$ cat config.mk
export PLATFORM = sky130hd
export DESIGN_NAME = pc_seq_unit_flat
export DESIGN_NICKNAME = d
export VERILOG_FILES = /design/src/rtl/pc_seq_unit_if.sv /design/src/rtl/pc_seq_unit.sv /design/src/flat_wrapper.sv
export SDC_FILE = /design/constraint.sdc
export NUM_CORES = 1
export LEC_CHECK = 0
export ABC_CLOCK_PERIOD_IN_PS = 11350
export CELL_PAD_IN_SITES_DETAIL_PLACEMENT = 0
export CELL_PAD_IN_SITES_GLOBAL_PLACEMENT = 2
export CORE_MARGIN = 2
export CORE_UTILIZATION = 31
export CTS_CLUSTER_SIZE = 10
export DETAILED_ROUTE_END_ITERATION = 12
export PLACE_DENSITY = 0.85
export SYNTH_ARGS = -nofsm -noshare
export SYNTH_HDL_FRONTEND = slang
export SYNTH_SLANG_ARGS = --single-unit
export TNS_END_PERCENT = 1
$ cat constraint.sdc
create_clock -name clk -period 11.35 [get_ports clk]
set_input_delay 1.135 -clock clk [delete_from_list [all_inputs] [get_ports clk]]
set_output_delay 1.135 -clock clk [all_outputs]
set_load 0.03 [all_outputs]
$ cat src/rtl/pc_seq_unit_if.sv
// Bus between the decoder/ALU redirect logic (master) and the PC sequencing unit (slave).
// Multiply handshake: mul acts as valid, mul_ready as ready; the op completes on the edge where both are high.
interface pc_seq_unit_if #(
    parameter int XLEN  = 32,
    parameter int CNT_W = 32
);
    logic             mul;
    logic             mul_ready;
    logic [1:0]       jump_signal;
    logic [XLEN-1:0]  jump_addr;
    logic [XLEN-1:0]  read_data;
    logic             call;
    logic [XLEN-1:0]  pc;
    logic [XLEN-1:0]  pc_next;
    logic             mul_busy;
    logic             trap;
    logic [XLEN-1:0]  trap_pc;
    logic [CNT_W-1:0] instret;
    logic             ras_empty;
    logic [1:0]       dbg_state;

    modport master (
        output mul, mul_ready, jump_signal, jump_addr, read_data, call,
        input  pc, pc_next, mul_busy, trap, trap_pc, instret, ras_empty, dbg_state
    );

    modport slave (
        input  mul, mul_ready, jump_signal, jump_addr, read_data, call,
        output pc, pc_next, mul_busy, trap, trap_pc, instret, ras_empty, dbg_state
    );
endinterface

$ cat src/rtl/pc_seq_unit.sv
// Registered PC with sequential/relative/indirect/return redirects, multiply stall and sticky trap.
// Define PC_RAS_EN to build the circular return-address stack; otherwise jump_signal 11 is illegal.
module pc_seq_unit #(
    parameter int              XLEN         = 32,
    parameter logic [XLEN-1:0] RESET_VECTOR = '0,
    parameter int              INST_BYTES   = 4,
    parameter int              CNT_W        = 32,
    parameter int              RAS_DEPTH    = 4
) (
    input logic           clk,
    input logic           rst,
    pc_seq_unit_if.slave  bus
);
    localparam int OFF_W = $clog2(INST_BYTES);

    typedef enum logic [1:0] {
        ST_RUN     = 2'd0,
        ST_MULWAIT = 2'd1,
        ST_TRAP    = 2'd2
    } state_e;

    state_e           state_q, state_d;
    logic [XLEN-1:0]  pc_q, pc_d;
    logic [XLEN-1:0]  trap_pc_q, trap_pc_d;
    logic             trap_q, trap_d;
    logic [CNT_W-1:0] instret_q, instret_d;
    logic [XLEN-1:0]  seq_pc, target, ras_top;
    logic             fault, ras_none, do_push, do_pop;

`ifdef PC_RAS_EN
    localparam int PW = $clog2(RAS_DEPTH);

    logic [XLEN-1:0] ras_mem_q [RAS_DEPTH];
    logic [PW-1:0]   ras_ptr_q, top_idx;
    logic [PW:0]     ras_cnt_q;

    // ras_ptr_q points at the next free slot; a push onto a full stack overwrites the oldest entry
    assign top_idx  = ras_ptr_q - PW'(1);
    assign ras_top  = ras_mem_q[top_idx];
    assign ras_none = (ras_cnt_q == '0);

    always_ff @(posedge clk) begin
        if (rst) begin
            ras_ptr_q <= '0;
            ras_cnt_q <= '0;
        end else if (do_push) begin
            ras_ptr_q <= ras_ptr_q + PW'(1);
            if (ras_cnt_q != (PW+1)'(RAS_DEPTH))
                ras_cnt_q <= ras_cnt_q + (PW+1)'(1);
        end else if (do_pop) begin
            ras_ptr_q <= top_idx;
            ras_cnt_q <= ras_cnt_q - (PW+1)'(1);
        end
    end

    always_ff @(posedge clk) begin
        if (!rst && do_push)
            ras_mem_q[ras_ptr_q] <= seq_pc;
    end
`else
    logic unused_ras;
    assign ras_top    = '0;
    assign ras_none   = 1'b1;
    assign unused_ras = ^{bus.call, do_push, do_pop};
`endif

    logic unused_rd0;
    assign unused_rd0 = bus.read_data[0];

    // Redirect target and fault detection; an empty/absent stack makes a return a fault
    always_comb begin
        seq_pc = pc_q + XLEN'(INST_BYTES);
        target = seq_pc;
        fault  = 1'b0;
        case (bus.jump_signal)
            2'b00:   target = seq_pc;
            2'b01:   target = pc_q + bus.jump_addr;
            2'b10:   target = {bus.read_data[XLEN-1:1], 1'b0};
            default: begin
                target = ras_top;
                fault  = ras_none;
            end
        endcase
        if (target[OFF_W-1:0] != '0)
            fault = 1'b1;
    end

    always_ff @(posedge clk) begin
        if (rst) begin
            state_q   <= ST_RUN;
            pc_q      <= RESET_VECTOR;
            trap_q    <= 1'b0;
            trap_pc_q <= '0;
            instret_q <= '0;
        end else begin
            state_q   <= state_d;
            pc_q      <= pc_d;
            trap_q    <= trap_d;
            trap_pc_q <= trap_pc_d;
            instret_q <= instret_d;
        end
    end

    always_comb begin
        state_d = state_q;
        case (state_q)
            ST_RUN: begin
                if (bus.mul) begin
                    if (!bus.mul_ready)
                        state_d = ST_MULWAIT;
                end else if (fault) begin
                    state_d = ST_TRAP;
                end
            end
            ST_MULWAIT: if (bus.mul_ready) state_d = ST_RUN;
            default:    state_d = ST_TRAP;
        endcase
    end

    always_comb begin
        pc_d      = pc_q;
        trap_d    = trap_q;
        trap_pc_d = trap_pc_q;
        do_push   = 1'b0;
        do_pop    = 1'b0;
        case (state_q)
            ST_RUN: begin
                if (bus.mul) begin
                    if (bus.mul_ready)
                        pc_d = seq_pc;
                end else if (fault) begin
                    trap_d    = 1'b1;
                    trap_pc_d = pc_q;
                end else begin
                    pc_d    = target;
                    do_pop  = (bus.jump_signal == 2'b11);
                    do_push = bus.call && (bus.jump_signal == 2'b01 || bus.jump_signal == 2'b10);
                end
            end
            ST_MULWAIT: if (bus.mul_ready) pc_d = seq_pc;
            default: ;
        endcase
        // A redirect that lands on the current pc is not an advance
        instret_d = (pc_d != pc_q) ? instret_q + CNT_W'(1) : instret_q;
    end

    assign bus.pc        = pc_q;
    assign bus.pc_next   = rst ? RESET_VECTOR : pc_d;
    assign bus.mul_busy  = (state_q == ST_MULWAIT);
    assign bus.trap      = trap_q;
    assign bus.trap_pc   = trap_pc_q;
    assign bus.instret   = instret_q;
    assign bus.ras_empty = ras_none;
    assign bus.dbg_state = state_q;
endmodule

$ cat src/flat_wrapper.sv
// flat-port wrapper written by rule: the top's interface ports become plain ports
module pc_seq_unit_flat 
#(
    parameter int              XLEN         = 32,
    parameter logic [XLEN-1:0] RESET_VECTOR = '0,
    parameter int              INST_BYTES   = 4,
    parameter int              CNT_W        = 32,
    parameter int              RAS_DEPTH    = 4
)
  (clk, rst, bus_mul, bus_mul_ready, bus_jump_signal, bus_jump_addr, bus_read_data, bus_call, bus_pc, bus_pc_next, bus_mul_busy, bus_trap, bus_trap_pc, bus_instret, bus_ras_empty, bus_dbg_state);
  pc_seq_unit_if #(.XLEN(XLEN), .CNT_W(CNT_W)) bus_i ();
  input logic clk;
  input logic rst;
  input wire logic [$bits(bus_i.mul)-1:0] bus_mul;
  input wire logic [$bits(bus_i.mul_ready)-1:0] bus_mul_ready;
  input wire logic [$bits(bus_i.jump_signal)-1:0] bus_jump_signal;
  input wire logic [$bits(bus_i.jump_addr)-1:0] bus_jump_addr;
  input wire logic [$bits(bus_i.read_data)-1:0] bus_read_data;
  input wire logic [$bits(bus_i.call)-1:0] bus_call;
  output wire logic [$bits(bus_i.pc)-1:0] bus_pc;
  output wire logic [$bits(bus_i.pc_next)-1:0] bus_pc_next;
  output wire logic [$bits(bus_i.mul_busy)-1:0] bus_mul_busy;
  output wire logic [$bits(bus_i.trap)-1:0] bus_trap;
  output wire logic [$bits(bus_i.trap_pc)-1:0] bus_trap_pc;
  output wire logic [$bits(bus_i.instret)-1:0] bus_instret;
  output wire logic [$bits(bus_i.ras_empty)-1:0] bus_ras_empty;
  output wire logic [$bits(bus_i.dbg_state)-1:0] bus_dbg_state;
  assign bus_i.mul = bus_mul;
  assign bus_i.mul_ready = bus_mul_ready;
  assign bus_i.jump_signal = bus_jump_signal;
  assign bus_i.jump_addr = bus_jump_addr;
  assign bus_i.read_data = bus_read_data;
  assign bus_i.call = bus_call;
  assign bus_pc = bus_i.pc;
  assign bus_pc_next = bus_i.pc_next;
  assign bus_mul_busy = bus_i.mul_busy;
  assign bus_trap = bus_i.trap;
  assign bus_trap_pc = bus_i.trap_pc;
  assign bus_instret = bus_i.instret;
  assign bus_ras_empty = bus_i.ras_empty;
  assign bus_dbg_state = bus_i.dbg_state;
  pc_seq_unit #(.XLEN(XLEN), .RESET_VECTOR(RESET_VECTOR), .INST_BYTES(INST_BYTES), .CNT_W(CNT_W), .RAS_DEPTH(RAS_DEPTH)) u_core (.clk(clk), .rst(rst), .bus(bus_i));
endmodule
; ---- After elaboration in Yosys (flattened, before gate mapping)
; Cells that the tools add are included.
[word_totals]
register_bits = 99
wordCells = 35
[op_classes]
addsub = 3
n_eq_ne = 7
muxes = 13
bitwise = 1
n_reduce_logical = 6
[ops]
columns = op, count
row1 = $mux 32, 4
row2 = $pmux 32 s3, 1
row3 = $pmux 32 s2, 1
row4 = $add 32x1->32 const B, 1
row5 = $add 32x3->32 const B, 1
row6 = $add 32x32->32, 1
row7 = $ne 32x32->1, 1
row8 = $mux 2, 4
row9 = $reduce_and 3->1, 2
row10 = $eq 2x1->1 const B, 2
row11 = $logic_not 2->1, 2
row12 = $pmux 2 s2, 1
row13 = $ne 3x2->1 const B, 1
row14 = $ne 3x3->1 const B, 1
row15 = $reduce_or 3->1, 1
row16 = $eq 2x2->1 const B, 1
row17 = $mux 1, 2
row18 = $ne 2x2->1 const B, 1
row19 = $reduce_bool 2->1, 1
row20 = $not 1->1, 1

; ---- Depth between registers and ports, before layout
; Gate-level depths: netlist of the first run.
[depth]
depth_word = 8
ltp_mapped = 18
mapped_depth_nobuf = 15

; ---- Least setup slack after synthesis of the first run
; Ideal clock, no wire load.
[synth_timing]
path_type = in2out
startpoint = input port bus_jump_addr[0]
endpoint = output port bus_pc_next[28]
arrival_ps = 4063
slack_ps = 6152
stages = 12
n_path_buf = 1
path_cell_list = ha_1 -> inv_1 -> fa_1 -> nor3b_2 -> nor2b_1 -> nor2_1 -> clkbuf_1 -> a221o_1 -> o21ai_0 -> a21oi_1 -> nor2_1 -> a311oi_1
[synth_between]
elab_chain_len = 8
[synth_lines]
columns = item, line
row1 = "start, declared", flat_wrapper.sv:17  ; input wire logic [$bits(bus_i.jump_addr)-1:0] bus_jump_addr;
row2 = $add 32x32->32 (*), pc_seq_unit.sv:77  ; 2'b01: target = pc_q + bus.jump_addr;
row3 = $pmux 32 s3 (*), pc_seq_unit.sv:75  ; case (bus.jump_signal)
row4 = $reduce_bool 2->1, pc_seq_unit.sv:84  ; if (target[OFF_W-1:0] != '0)
row5 = $mux 1, pc_seq_unit.sv:84
row6 = $mux 32 (*), pc_seq_unit.sv:131  ; end else if (fault) begin
row7 = $mux 32 (*), pc_seq_unit.sv:128  ; if (bus.mul) begin
row8 = $pmux 32 s2 (*), pc_seq_unit.sv:126  ; case (state_q)
row9 = $mux 32 (*), pc_seq_unit.sv:148  ; assign bus.pc_next = rst ? RESET_VECTOR : pc_d;
row10 = "end, declared", flat_wrapper.sv:21  ; output wire logic [$bits(bus_i.pc_next)-1:0] bus_pc_next;
; Mark *: on every way between the ends. The rest lies on a longest branch, timed or not.

; ---- Worst setup path after layout of the first run
[layout_timing]
startpoint = input port bus_jump_addr[0]
endpoint = output port bus_pc_next[21]
; Same word-level chain as after synthesis.

==> reports/metrics.cfg, run 1 <==
[run_status]
outcome=finished, final reports clean

[drt]
via_per_inst=6.13
drt_pass1_iterations=5
wl_um=47500
dr_total_vias=11700
wire_per_inst_um=24.8
drc=0
drtAntennaViolNets=0
dr.first_iter.drc_count=1133

[timing]
timing.fmax_mhz=149
period_share_pct=59.0
fin_skew_ns=0.00918
report.final.setup_viol=0
rsz0062_at_grt=no
fin_tns_setup_ns=0
tightest_slew_ns=1.34
relSlewSlack_pct=10.6
hold_viol_final=0
drv_slew=0
min_period_ns=6.70
worst_slack_ns=4.65

[yosys]
ys_seq_area_share_pct=20.5
synthFlopType=dfxtp_1
syn_nets=1488
async_flop_share_pct=0
ys_seq_elements=99
synth_edf_count=0
yosysWarningCount=0
netlist_instances=1383
ys_types=95
avgSynthCellArea_um2=6.97
syn_area_um2=9650

[worst_setup_path]
critPathBufInv=3
cpMaxStageDelayCell=o311ai_0
cp.required_ns=10.22
crit_arrival_ns=5.57
crit_fanout=15
slowest_delay_ns=0.75
path_delay_family=simple AND/OR/NAND/NOR gates
ff2ff_setup_slack_ns=5.35
cp-start-kind=input pin
crit_type=in -> out
end_kind=output pin
cpMostUsedCell=clkdlybuf4s50_1
crit_path_cell_trace=clkdlybuf4s50_1 > ha_1 > inv_1 > fa_1 > nor4bb_1 > nand2_1 > o311ai_0 > nor2_1 > a21oi_1 > clkdlybuf4s50_1

[clock_network]
cts_setup_buffers=0
cts_made_buffers=9
clock-sinks=99
clockRootBuffer=clkbuf_16
htree_levels=3
path_clk_slew_ns=0.07
clk_path_buf_depth=2
clkLatencyLatePin_ns=0.38
cts_hold_buffers=0
cts_resized=0
cts_tree=done

[die]
io_pins=204
core.rowCount=64
die_w_um=180
core_area_um2=30600
die_h_um=180
start_util_pct=31.5
die_area_um2=32500

[global_route]
grt-ovfl-total=0
grt_pass1_wl_um=69900
grt_usage_pct=28.2
gr-usage-met3_pct=6.27
grt_max_degree=63
grtUsageMet2_pct=42.7
met1_usage_pct=38.3
grt_pass1_vias=11000
grt-busiest-layer=met2
antenna_found_initial=1

[pwr]
p_per_area_nw_per_um2=101
leakagePower_nw=4.07
peakVddDrop_v=0.0000750

[final_layout]
insertedDiodeCount=0
syn_to_final_growth_pct=26.3
layout-drive-gt1-share_pct=6.13
final_core_util_pct=39.8
fin_nets=1618

[worst_hold_path]
hold_class=reg -> reg

[placed_design]
place_ws_ns=4.56
dpl.hpwl_um=35500
place.gp.congestion=1.02
port_buffers=200

[job]
max_cap_viol_count=0

[state kept, by name, summed over array words and instances, names as in the netlist]
register,count
u_core.bus.pc,32
u_core.bus.dbg_state,2
u_core.bus.instret,32
u_core.bus.trap,1
u_core.bus.trap_pc,32
[final timing paths]
| kind | startpoint | to | depth (start not counted) |
|---|---|---|---|
| min reg2reg | u_core.bus.trap_pc[0] | u_core.bus.trap_pc[0] | 2 |
| max reg2reg | u_core.bus.pc[0] | u_core.bus.instret[22] | 13 |
| min | u_core.bus.trap_pc[0] | u_core.bus.trap_pc[0] | 2 |
| max | bus_jump_addr[0] | bus_pc_next[21] | 10 |
[synth_stat cells (all sizes together) (12+ instances only)]
| cell | n | area, um2 |
|---|---|---|
| nand3 | 44 | 220 |
| nor2 | 119 | 449 |
| nand2 | 177 | 669 |
| xor2 | 18 | 158 |
| dfxtp | 99 | 1980 |
| buf | 44 | 245 |
| inv | 31 | 116 |
| and4 | 19 | 166 |
| a21oi | 152 | 764 |
| nor4 | 20 | 153 |
| nor2b | 17 | 106 |
| a211oi | 25 | 193 |
| mux2 | 12 | 135 |
| xnor2 | 23 | 201 |
| o211ai | 20 | 150 |
| clkbuf | 71 | 269 |
| or4 | 17 | 128 |
| nand4 | 45 | 288 |
| o21ai | 74 | 370 |
| ha | 33 | 413 |
| or3 | 24 | 150 |
| nor3 | 52 | 265 |
| and3 | 21 | 136 |
| o21a | 14 | 105 |
[tightest hold or removal path, cell delays in order (launching register included)]
cell     delay, ns
dfxtp_1       0.31
nand2_1       0.05
a21oi_1       0.05
[where the power goes]
| group | internal [mW] | switching, mW | total [mW] | leakage (nW) |
|---|---|---|---|---|
| Clock | 0.173 | 0.158 | 0.331 | 0.148 |
| Sequential | 0.361 | 0.0314 | 0.392 | 0.803 |
| Combinational | 0.176 | 0.329 | 0.504 | 3.12 |
| Total | 0.710 | 0.518 | 1.23 | 4.07 |
[through the flow]
step / hold WS (ns) / std cells / cell area (um2) / total power, mW
floorplan: 0.583 / 1383 / 9650 / 0.692
global placement: 0.441 / 1898 / 11900 / 0.893
detailed placement: 0.447 / 1898 / 11900 / 0.893
CTS: 0.456 / 1913 / 12200 / 1.23
global route: 0.476 / 1913 / 12200 / 1.29
finish: 0.454 / 1913 / 12200 / 1.23
[placed cells by master (no fill, tap or decap), drive strengths merged, types with 8 or more instances in the layout]
cell	count
nor4	20
or3	24
o21a	14
o311ai	9
inv	34
o211ai	20
o31ai	11
a21oi	152
o21ai	74
nor3	52
or4	17
nor2	119
and4	19
dfxtp	99
clkbuf	9
nand2b	8
a31oi	11
nand4b	8
mux2i	10
nand3	44
nor3b	9
xor2	18
buf	35
nand4	45
mux2	12
ha	33
and3	21
and2	11
a211oi	25
nor2b	17
xnor2	23
a221oi	10
a2111oi	8
clkdlybuf4s50	199
nand2	177
[routing by layer]
layer | share of wire [%] | vias up
met3 | 7.7 | 110
met1 | 45 | 5603
li1 | - | 5446
met4 | 4.5 | 2
met5 | 0.025 | -
met2 | 43 | 558
[cell type report]
cell class	instances	area [um2]
Multi-Input combinational cell	1137	7040
Sequential cell	99	1980
Clock buffer	9	225
Inverter	32	120
Timing Repair Buffer	234	2250
Clock inverter	6	72.6
Tap cell	396	495
Fill cell	3274	18400
[cell families (layout without fill, tap and decap cells)]
family          Yosys count  in the layout  share of synthesized area [%]
xor+xnor                 41             41                           3.72
compound gates          422            422                           28.8
fa+ha+maj                34             34                           4.49
buf+inv                 147            281                           6.58
simple gates            617            617                           33.4
flops                    99             99                           20.5
other cells               1              1                         0.0389
mux                      22             22                           2.44
(Power assumes the default switching activity.)
==> run 2, diff against run 1 <==
- ABC_CLOCK_PERIOD_IN_PS: 11350 -> 5800
- CORE_UTILIZATION: 31 -> 26
- PLACE_DENSITY: 0.85 -> 0.76
- clock period: 11.35 -> 5.8 ns (I/O delays scaled with it)
==> run 2 against run 1 <==
Sequential share of layout area decreased by 0.98 points. Clock-buffer cell count is the same. Clock skew rose by 0.0048 ns. Combinational power is 110% higher. Worst hold slack got worse by 0.0010 ns. Critical path depth unchanged. Highest routed layer is now met4. Critical path type is now reg -> out. Cell area up 6.4%. Clock power is 110% higher. Total power is 100% higher. Global-route usage decreased by 2.2 points. Non-clock buffer count increased by 85. Critical endpoint is now bus_pc_next[23]. Setup slack got worse by 4.4 ns.
==> reports/metrics.cfg, run 2 (same netlist as run 1, synthesis figures left out) <==
[pwr]
peakVddDrop_v=0.000151  ; +100%
p_per_area_nw_per_um2=193  ; +92%
finalPower_mw=2.51  ; +100%
leakagePower_nw=4.50  ; +11%

[clock_network]
cts_tree=done
cts_setup_buffers=0  ; unchanged
htree_levels=3  ; unchanged
clkLatencyLatePin_ns=0.38  ; about the same
clockRootBuffer=clkbuf_16
clk_path_buf_depth=2  ; unchanged
cts_resized=0  ; unchanged
cts_hold_buffers=0  ; unchanged
clock-sinks=99  ; unchanged
path_clk_slew_ns=0.09  ; +0.02 ns
cts_made_buffers=9  ; unchanged

[global_route]
grt_usage_pct=26.1  ; -2.2 points
antenna_found_initial=0  ; -1
grt_max_degree=73  ; +16%
grt-ovfl-total=0  ; unchanged
grt_pass1_wl_um=75300  ; +7.8%
grt_pass1_vias=11300  ; +2.5%

[worst_setup_path]
end_kind=output pin
r2r_start=u_core.bus.pc[1]
crit_fanout=9  ; -6
crit_arrival_ns=4.96  ; -0.61 ns
crit_type=reg -> out
worst_r2r_path_depth=16  ; +3
ff2ff_setup_slack_ns=0.50  ; -4.85 ns
timing.rr.end=u_core.bus.instret[1]
cp-start-kind=flop
cp.required_ns=5.22  ; -5.00 ns

[die]
die_h_um=197  ; +9.0%
core.rowCount=70  ; +9.4%
die_w_um=197  ; +9.0%
core_area_um2=36600  ; +20%
die_area_um2=38700  ; +19%
start_util_pct=26.3  ; -5.2 points
io_pins=204  ; unchanged

[run_status]
outcome=finished, final reports clean

[timing]
report.final.setup_viol=0  ; unchanged
hold_viol_final=0  ; unchanged
drv_slew=0  ; unchanged
timing.fmax_mhz=180
fin_tns_setup_ns=0  ; unchanged
tightest_slew_ns=0.872  ; -0.467 ns
relSlewSlack_pct=41.3  ; +31 points
period_share_pct=95.5
min_period_ns=5.54
fin_skew_ns=0.0139  ; +0.00476 ns
rsz0062_at_grt=no
worst_slack_ns=0.259  ; -4.39 ns
hold_slack_ns=0.453  ; -0.00103 ns

[drt]
drc=0  ; unchanged
dr_total_vias=11900  ; +1.8%
drt_pass1_iterations=5  ; unchanged
drtAntennaViolNets=0  ; unchanged
top_layer=met4
wire_per_inst_um=24.7  ; -0.30%
drt-met1-wl_um=22700  ; +7.6%
dr.first_iter.drc_count=1088  ; -4.0%
wl_um=51200  ; +7.9%
via_per_inst=5.76  ; -6.0%
wl_met2_um=23400  ; +14%
wl_met3_um=3310  ; -9.3%

[worst_hold_path]
hold_class=reg -> reg
min_path_cells=2  ; unchanged
hold_end=u_core.bus.trap_pc[22]
min_from=u_core.bus.trap_pc[22]

[placed_design]
placed_cells=2055  ; +8.3%
placed_area_um2=12600  ; +6.4%
dpl.hpwl_um=40200  ; +13%
port_buffers=200  ; unchanged
place_ws_ns=0.220  ; -4.34 ns
place.gp.congestion=1.02  ; +0.31%

[final_layout]
layout-drive-gt1-share_pct=11.1  ; +5.0 points
fill_cells=3942  ; +20%
fin_nets=1703  ; +5.3%
final_core_util_pct=35.4  ; -4.4 points
insertedDiodeCount=0  ; unchanged
layout_commonest_cell=clkdlybuf4s50_1
final_cell_mix=clkdlybuf4s50_1, nand2_1, a21oi_1
fin_area_um2=13000  ; +6.4%
syn_to_final_growth_pct=34.4
layoutNonFillerInstCount=2071  ; +8.3%

[job]
max_cap_viol_count=0  ; unchanged

## run 2: final cells by class
type                    count  area (um2)  area share (%)
clock buffers               9         225            1.74
well taps                 468         586            4.52
clock inverters             7        95.1           0.733
inverters                  32         120           0.926
multi-input cells        1137        7040            54.3
flip-flops and latches     99        1980            15.3
repair buffers            319        2920            22.5
## run 2: worst max path at each step
stage                startpoint                endpoint  slack, ns
6_report       u_core.bus.pc[4]         bus_pc_next[23]       0.26
5_1_grt        u_core.bus.pc[1]         bus_pc_next[24]       0.09
4_1_cts        u_core.bus.pc[1]         bus_pc_next[24]       0.34
3_5_place_dp   bus_jump_addr[0]   u_core.bus.instret[1]       0.22
3_3_place_gp   bus_jump_addr[0]   u_core.bus.instret[1]       0.26
2_1_floorplan  u_core.bus.pc[0]  u_core.bus.instret[22]       1.49
## run 2: report_power, final
part / switching (mW) / internal, mW
combinational: 0.679 / 0.390
clock: 0.334 / 0.348
sequential: 0.0483 / 0.707
## run 2: critical path, stage by stage (launching register included)
cell and delay [ns]:
dfxtp_1 0.63, ha_1 0.40, a21o_1 0.24, a31oi_2 0.30
a2111o_1 0.47, o21ai_1 0.27, a21bo_2 0.27, xor2_1 0.30
nand2_1 0.17, a311oi_1 0.69, clkdlybuf4s50_1 0.82
## run 2: metal layers
metal  GRT usage (%)  vias to the layer above
met1            35.0                     5725
met4            9.66                        0
met5               0                        -
met3            4.28                       71
li1                -                     5618
met2            42.1                      514
==> run 3, diff against run 2 <==
- CORE_MARGIN: 2 -> 5
==> run 3 against run 2 <==
Die area up 6.2%. Sequential power about the same. Maximum frequency up 2.6%. Total power down 1.9%. Routed wire length up 1.5%. Global-route usage down 1.8 points. Critical endpoint is now bus_pc_next[28]. Sequential share of layout area up 0.17 points. Cell area down 1.1%. Largest cell class unchanged. Combinational power about the same. Via count up 0.52%.
==> reports/metrics.cfg, run 3 (same netlist as run 1, synthesis figures left out) <==
[pwr]
leakagePower_nw=4.42  ; -1.8%
peakVddDrop_v=0.000147  ; -3.0%
p_per_area_nw_per_um2=192  ; -0.74%

[drt]
via_per_inst=5.83  ; +1.3%
dr.first_iter.drc_count=1290  ; +19%
drc=0  ; unchanged
dr_total_vias=12000  ; +0.52%
wl_um=52000  ; +1.5%
drt_pass1_iterations=6  ; +1
drtAntennaViolNets=0  ; unchanged
wire_per_inst_um=25.3  ; +2.2%

[die]
io_pins=204  ; unchanged
die_h_um=203  ; +3.1%
die_area_um2=41100  ; +6.2%
start_util_pct=26.3  ; unchanged
die_w_um=203  ; +3.1%
core.rowCount=70  ; unchanged
core_area_um2=36600  ; unchanged

[global_route]
grt_pass1_vias=11500  ; +1.9%
grt_usage_pct=24.3  ; -1.8 points
grt_pass1_wl_um=75800  ; +0.60%
grt_max_degree=74  ; +1.4%
grt-ovfl-total=0  ; unchanged
antenna_found_initial=1  ; +1

[final_layout]
fin_area_um2=12800  ; -1.1%
syn_to_final_growth_pct=32.9
layout-drive-gt1-share_pct=10.2  ; -0.90 points
multiInputGateArea_um2=7040  ; unchanged
seq_area_um2=1980  ; unchanged
final_cell_mix=clkdlybuf4s50_1, nand2_1, a21oi_1
layout_commonest_cell=clkdlybuf4s50_1
insertedDiodeCount=0  ; unchanged
fin_nets=1688  ; -0.88%
layoutNonFillerInstCount=2056  ; -0.72%
fill_cells=3985  ; +1.1%

[worst_setup_path]
cpMaxStageDelayCell=clkdlybuf4s50_1
cp-start-kind=flop
crit_fanout=13  ; +4
slowest_delay_ns=0.79  ; -0.03 ns
crit_type=reg -> out
crit_arrival_ns=4.82  ; -0.14 ns
path_delay_family=compound AO/OA/AOI/OAI gates
critPathBufInv=1  ; unchanged
end_kind=output pin
cp.required_ns=5.22  ; about the same
crit_path_cell_trace=ha_1 > and3_1 > nand2_1 > nor4_1 > a22o_1 > a221o_1 > o21ai_0 > a21oi_1 > nor2_1 > a311oi_1 > clkdlybuf4s50_1

[timing]
relSlewSlack_pct=41.7  ; +0.36 points
min_period_ns=5.40  ; -0.138 ns
hold_viol_final=0  ; unchanged
period_share_pct=93.2  ; -2.4 points
timing.fmax_mhz=185  ; +2.6%
fin_skew_ns=0.0135  ; -0.000486 ns
hold_slack_ns=0.455  ; +0.00155 ns
tightest_slew_ns=0.853  ; -0.0193 ns
drv_slew=0  ; unchanged
report.final.setup_viol=0  ; unchanged
fin_tns_setup_ns=0  ; unchanged
rsz0062_at_grt=no

[worst_hold_path]
hold_class=reg -> reg

[placed_design]
port_buffers=200  ; unchanged
placed_area_um2=12500  ; -0.89%
place.gp.congestion=0.994  ; -2.4%
dpl.hpwl_um=40800  ; +1.4%
placed_cells=2040  ; -0.73%

[clock_network]
htree_levels=3  ; unchanged
clock-sinks=99  ; unchanged
cts_hold_buffers=0  ; unchanged
cts_tree=done
clk_path_buf_depth=2  ; unchanged
cts_made_buffers=9  ; unchanged
path_clk_slew_ns=0.08  ; about the same
cts_setup_buffers=0  ; unchanged
clkLatencyLatePin_ns=0.39  ; about the same
clockRootBuffer=clkbuf_16
cts_resized=0  ; unchanged

[run_status]
outcome=finished, final reports clean

[job]
max_cap_viol_count=0  ; unchanged

## run 3: cell types whose count changed in the layout (fill, tap and decap cells not counted), sizes merged
cell / previous run / this run
buf: 120 / 105
bufinv: 1 / 0
clkbuf: 9 / 11
clkinvlp: 2 / 1
## run 3: per-layer routing
layer / global-route usage [%] / share of wire (%)
met1: 32.2 / 43
met2: 39.6 / 46
met3: 4.07 / 7.2
met4: 9.36 / 4.0
met5: 0 / 0.015
## run 3: worst paths after layout
kind | slack (ns) | startpoint | end | cells past startpoint
setup / recovery | 0.40 | u_core.bus.pc[3] | bus_pc_next[28] | 11
hold / removal | 0.45 | u_core.bus.trap_pc[8] | u_core.bus.trap_pc[8] | 2
setup reg to reg | 0.88 | u_core.bus.pc[3] | u_core.bus.instret[23] | 12
hold reg to reg | 0.45 | u_core.bus.trap_pc[8] | u_core.bus.trap_pc[8] | 2
## run 3: tightest hold or removal path, delay by kind of cell, from the launching register on
kind / cells / cell delay, ns
AO/OA/AOI/OAI: 1 / 0.05
flip-flops: 1 / 0.31
AND/OR/NAND/NOR: 1 / 0.05
## run 3: power breakdown
group,leakage (nW),switching (mW),internal (mW)
registers,0.803,0.0463,0.707
logic,3.47,0.681,0.382
clock network,0.139,0.332,0.311
total,4.42,1.06,1.40
## run 3: layout make-up
| class | count | share of cell area (%) |
|---|---|---|
| clock buffers | 11 | 1.89 |
| clock inverters | 5 | 0.351 |
| inverters | 32 | 0.937 |
| multi-input cells | 1137 | 54.9 |
| flip-flops and latches | 99 | 15.5 |
| well taps | 468 | 4.57 |
| repair buffers | 304 | 21.9 |
## run 3: per-stage QoR
stage               setup slack, ns  total power [mW]  utilization, %
global route                  0.146              2.57            35.0
finish                        0.397              2.46            35.0
detailed placement            0.336              1.82            34.2
floorplan                      1.49              1.35               -
global placement              0.348              1.82            34.2
CTS                           0.399              2.48            35.0
